## src/rtl/picorv32_mem_arbiter2.sv

```systemverilog
// Two-requester arbiter for the picorv32 native memory port.
// Registered downstream request, one transfer in flight, optional watchdog.
module picorv32_mem_arbiter2 #(
    parameter bit          FIXED_PRIORITY = 1'b0,
    parameter int          TIMEOUT_CYCLES = 0,
    parameter logic [31:0] ERR_RDATA      = 32'h0010_0073
) (
    input  logic        clk,
    input  logic        resetn,
    input  logic        s0_valid,
    input  logic        s0_instr,
    input  logic [31:0] s0_addr,
    input  logic [31:0] s0_wdata,
    input  logic [3:0]  s0_wstrb,
    output logic        s0_ready,
    output logic [31:0] s0_rdata,
    input  logic        s1_valid,
    input  logic        s1_instr,
    input  logic [31:0] s1_addr,
    input  logic [31:0] s1_wdata,
    input  logic [3:0]  s1_wstrb,
    output logic        s1_ready,
    output logic [31:0] s1_rdata,
    output logic        m_valid,
    output logic        m_instr,
    output logic [31:0] m_addr,
    output logic [31:0] m_wdata,
    output logic [3:0]  m_wstrb,
    input  logic        m_ready,
    input  logic [31:0] m_rdata,
    output logic [1:0]  grant,
    output logic        timeout_err
);

    localparam bit WD_EN = (TIMEOUT_CYCLES > 0);
    localparam int CW = WD_EN ? $clog2(TIMEOUT_CYCLES + 1) : 1;
    localparam logic [CW-1:0] CNT_LAST =
        CW'(WD_EN ? TIMEOUT_CYCLES - 1 : 0);

    typedef enum logic [1:0] {IDLE, BUSY0, BUSY1} state_t;

    state_t        state;
    state_t        state_d;
    logic          last_grant;
    logic [CW-1:0] cnt;
    logic          load;
    logic          done;
    logic          fire;
    logic          pick1;
    logic          busy;
    logic [31:0]   rdata;

    always_comb begin
        state_d = state;
        load    = 1'b0;
        done    = 1'b0;
        pick1   = 1'b0;
        busy    = (state != IDLE);
        fire    = WD_EN && busy && (cnt == CNT_LAST) && !m_ready;
        unique case (state)
            IDLE: begin
                if (s0_valid || s1_valid) begin
                    load = 1'b1;
                    // last_grant holds the index of the previous owner
                    if (s0_valid && s1_valid)
                        pick1 = FIXED_PRIORITY ? 1'b0 : !last_grant;
                    else
                        pick1 = s1_valid;
                    state_d = pick1 ? BUSY1 : BUSY0;
                end
            end
            BUSY0, BUSY1: begin
                if (m_ready || fire) begin
                    done    = 1'b1;
                    state_d = IDLE;
                end
            end
            default: state_d = IDLE;
        endcase
    end

    // Ready is masked during reset so an aborted transfer never handshakes
    assign s0_ready = resetn && (state == BUSY0) && ((m_valid && m_ready) || fire);
    assign s1_ready = resetn && (state == BUSY1) && ((m_valid && m_ready) || fire);
    assign rdata    = fire ? ERR_RDATA : m_rdata;
    assign s0_rdata = rdata;
    assign s1_rdata = rdata;

    always_ff @(posedge clk) begin
        if (!resetn)
            state <= IDLE;
        else
            state <= state_d;
    end

    always_ff @(posedge clk) begin
        if (!resetn) begin
            m_valid     <= 1'b0;
            m_instr     <= 1'b0;
            m_addr      <= '0;
            m_wdata     <= '0;
            m_wstrb     <= '0;
            grant       <= 2'b00;
            timeout_err <= 1'b0;
            last_grant  <= 1'b1;
            cnt         <= '0;
        end else if (load) begin
            m_valid <= 1'b1;
            m_instr <= pick1 ? s1_instr : s0_instr;
            m_addr  <= pick1 ? s1_addr  : s0_addr;
            m_wdata <= pick1 ? s1_wdata : s0_wdata;
            m_wstrb <= pick1 ? s1_wstrb : s0_wstrb;
            grant   <= pick1 ? 2'b10 : 2'b01;
            cnt     <= '0;
        end else if (done) begin
            m_valid    <= 1'b0;
            grant      <= 2'b00;
            last_grant <= (state == BUSY1);
            cnt        <= '0;
            if (fire)
                timeout_err <= 1'b1;
        end else if (WD_EN && busy) begin
            cnt <= cnt + CW'(1);
        end
    end

endmodule

```

## config.mk

```make
export PLATFORM = sky130hd
export DESIGN_NAME = picorv32_mem_arbiter2
export DESIGN_NICKNAME = d
export VERILOG_FILES = /design/src/rtl/picorv32_mem_arbiter2.sv
export SDC_FILE = /design/constraint.sdc
export NUM_CORES = 1
export LEC_CHECK = 0
export ABC_AREA = 1
export BUFFER_PORTS_ARGS = -buffer_cell sky130_fd_sc_hd__buf_2
export CORE_AREA = 3 3 120 122
export DETAILED_ROUTE_END_ITERATION = 16
export DIE_AREA = 0 0 123 125
export PLACE_DENSITY = 0.69
export SETUP_SLACK_MARGIN = 0.2
export SYNTH_ARGS = -nofsm -noshare
export SYNTH_HDL_FRONTEND = slang
export SYNTH_SLANG_ARGS = --single-unit
```

## constraint.sdc

```tcl
create_clock -name clk -period 1.6 [get_ports clk]
set_input_delay 0.16 -clock clk [delete_from_list [all_inputs] [get_ports clk]]
set_output_delay 0.16 -clock clk [all_outputs]
set_load 0.01 [all_outputs]
```

==> out/metrics.yaml <==
worst_setup_path:
  critPathMaxFanout: 11
  max_stage_delay_ps: 330
  critPathMostFrequentCell: "inv_2"
  rr_worst_depth: 8
  cp_top_family: "buffers and inverters"
  cp.arrival_ps: 1690
  endpoint_kind: "flip-flop"
  start_kind: "flip-flop"
  crit_cells: 8
  cpMaxStageDelayCell: "dfxtp_2"
  cp.required_ps: 1870
  path_cells: "inv_2 > ha_4 > inv_2 > nor2_4 > buf_6 > clkbuf_16 > nand3_1 > a21oi_1"
  worst-setup-path-type: "reg -> reg"
  critPathBufInv: 4
clock_network:
  ctsLongestPathBuffers: 2
  cts_hold_buf: 0
  cts-buffers-inserted: 9
  cts_tree: "yes"
  cts_max_level: 3
  cts.sinks: 75
  root_buffer: "clkbuf_16"
  clkLatencyLatePin_ps: 330
  cts.reportedPaths.clkPinSlew_ps: 60
logic_synthesis:
  yosys.area.top_type_share_pct: 33.7
  synth.distinct_cells: 20
  postSynthNetCount: 851
  synth.area.top_cells: "dfxtp_1 34%, nand2_1 13%, buf_4 12%, nand3_1 10%, nand4_1 9.7%"
  syn_area_mm2: 0.00446
  yosys.area.top_type: "dfxtp_1"
  synth_cells: 673
  synth-seq-area-share_pct: 33.7
  syn_avg_cell_area_um2: 6.63
  synth_seq_cells: 75
  yosysWarnings: 0
place:
  numPortBuffers: 216
  place_congestion: 0.787
  place.detailed.hpwl_mm: 10.3
detailed_routing:
  vias: 4914
  wire_per_inst_um: 15.8
  drtAntennaViolNets: 0
  route.detailed.drc: 0
  routed-wl-met2_mm: 8.01
  drt-vias-per-instance: 4.89
  first_pass_iters: 4
  drt-met1-wl_mm: 5.93
  dr.max_layer_used: "met4"
  drtIter0Drc: 328
  routed_wl_mm: 15.9
  wl_met3_mm: 1.35
power:
  p_int_w: 0.00490
  clockPowerShare_pct: 27.2
  irDropWorstVdd_uv: 715
  switching_share_pct: 35.7
  switchingPower_w: 0.00272
  power_frac_comb_pct: 42.2
  p_seq_share_pct: 30.6
  cellLeakagePower_nw: 3.32
  finalPower_w: 0.00761
  power_density_mw_per_mm2: 1240
global_route:
  grt_overflow: 0
  grt_start_max_net_pins: 36
  grt_pass1_vias: 4368
  grt_pass1_wl_mm: 22.1
  antenna_found_initial: 0
  grtUsageTotal_pct: 18.1
timing:
  finalSetupViolCount: 0
  tns_ps: 0
  hold_viol: 0
  fmax_mhz: 705
  rsz0062_at_grt: "true"
  fin_crit_ps: 1420
  post-route-period-util_pct: 88.7
  skew_ps: 4.65
  final-max-slew-violation-count: 0
  timing.hold.ws_ps: 83.6
floorplan:
  dieHeight_um: 125
  io_pins: 314
  dieArea_mm2: 0.0154
  rows: 42
  core_mm2: 0.0133
  fp.dieW_um: 123
  initial_core_util_pct: 33.5
cells_and_area:
  layout-drive-gt1-share_pct: 38.6
  fin_nets: 1002
  area_delta_synth_final_pct: 37.9
  diodes: 0
min_path:
  hp-class: "in -> reg"
  min_path_cells: 3
outcome:
  status: "finished, final reports clean"
run:
  maxCapViolations: 0
-- final cells by class --
cell class	instances	area (µm²)
inverter	101	379
multi-input combinational	381	2080
clock inverter	4	48.8
clock buffer	12	256
fill	1359	7150
sequential	75	1500
timing repair buffer	256	1670
tap	176	220
-- per-layer routing --
metal / vias up / track usage [%]
li1: 2414 / -
met1: 2227 / 19.1
met2: 220 / 32.5
met3: 53 / 5.87
met4: 0 / 8.21
met5: - / 0
-- power by group through the flow --
stage | clock network, W | registers (W) | logic, W
CTS | 0.00214 | 0.00233 | 0.00257
global route | 0.00223 | 0.00237 | 0.00349
finish | 0.00207 | 0.00233 | 0.00321
detailed placement | 0 | 0.00236 | 0.00243
global placement | 0 | 0.00236 | 0.00240
floorplan | 0 | 0.00250 | 0.00149
-- cells in the final DEF (no fill, tap or decap), types with 4 or more instances in the layout --
cell,instances
a21oi_1,40
a21oi_2,18
buf_12,9
buf_2,215
buf_4,18
buf_6,5
clkbuf_16,16
dfxtp_1,73
inv_1,97
inv_2,4
nand2_1,151
nand3_1,72
nand3_2,10
nand3_4,8
nand4_1,69
-- synth_stat cells --
| master | instances |
|---|---|
| a21oi_1 | 58 |
| buf_1 | 6 |
| buf_2 | 20 |
| buf_4 | 72 |
| clkbuf_1 | 18 |
| conb_1 | 1 |
| dfxtp_1 | 75 |
| ha_1 | 3 |
| inv_1 | 100 |
| inv_2 | 1 |
| nand2_1 | 151 |
| nand2_2 | 2 |
| nand3_1 | 89 |
| nand3_2 | 1 |
| nand4_1 | 69 |
| nor2_1 | 3 |
| nor2_2 | 1 |
| nor2_4 | 1 |
| o21ai_0 | 1 |
| o21ai_4 | 1 |
-- final timing paths --
| path | slack [ps] | startpoint | end |
|---|---|---|---|
| worst max-delay path | 180 | state[0]$_SDFFE_PN0P_ | m_wdata[0]$_SDFFE_PN0P_ |
| worst min-delay path | 80 | s0_wstrb[1] | m_wstrb[1]$_SDFFE_PN0P_ |
| worst max register to register | 180 | state[0]$_SDFFE_PN0P_ | m_wdata[0]$_SDFFE_PN0P_ |
| worst min register to register | 460 | m_addr[1]$_SDFFE_PN0P_ | m_addr[1]$_SDFFE_PN0P_ |
-- tightest hold or removal path: stages --
cell     delay (ps)
buf_2            90
nand3_1          70
a21oi_1          50
-- kinds of logic after synthesis --
logic type                 synth area share (%)
buffers and inverters                      24.9
AOI/OAI and AO/OA                          6.99
adders and majority gates                 0.842
DFF                                        33.7
and+or+nand+nor                            33.5
other                                    0.0841
-- registers in the layout, indices dropped and copies added, names as in the netlist --
signal	cells
grant	2
m_addr	32
m_instr	1
state	2
last_grant	1
m_valid	1
m_wstrb	4
m_wdata	32
-- timing repair --
action                                  in CTS  in global routing
endpoints found under the setup margin      73                 75
resized for setup                            7                 53
cloned                                       1                  8
pin swaps                                    2                 35
setup buffers                                5                  5
-- stage by stage --
stage	instance area (µm²)	utilization [%]	setup slack, ps	instances
2_1_floorplan	4460	-	242	673
3_3_place_gp	5270	39.6	179	970
3_5_place_dp	5270	39.6	113	970
4_1_cts	5650	42.5	207	992
5_1_grt	6150	46.3	113	1005
6_report	6150	46.3	181	1005
(Power assumes the default switching activity.)
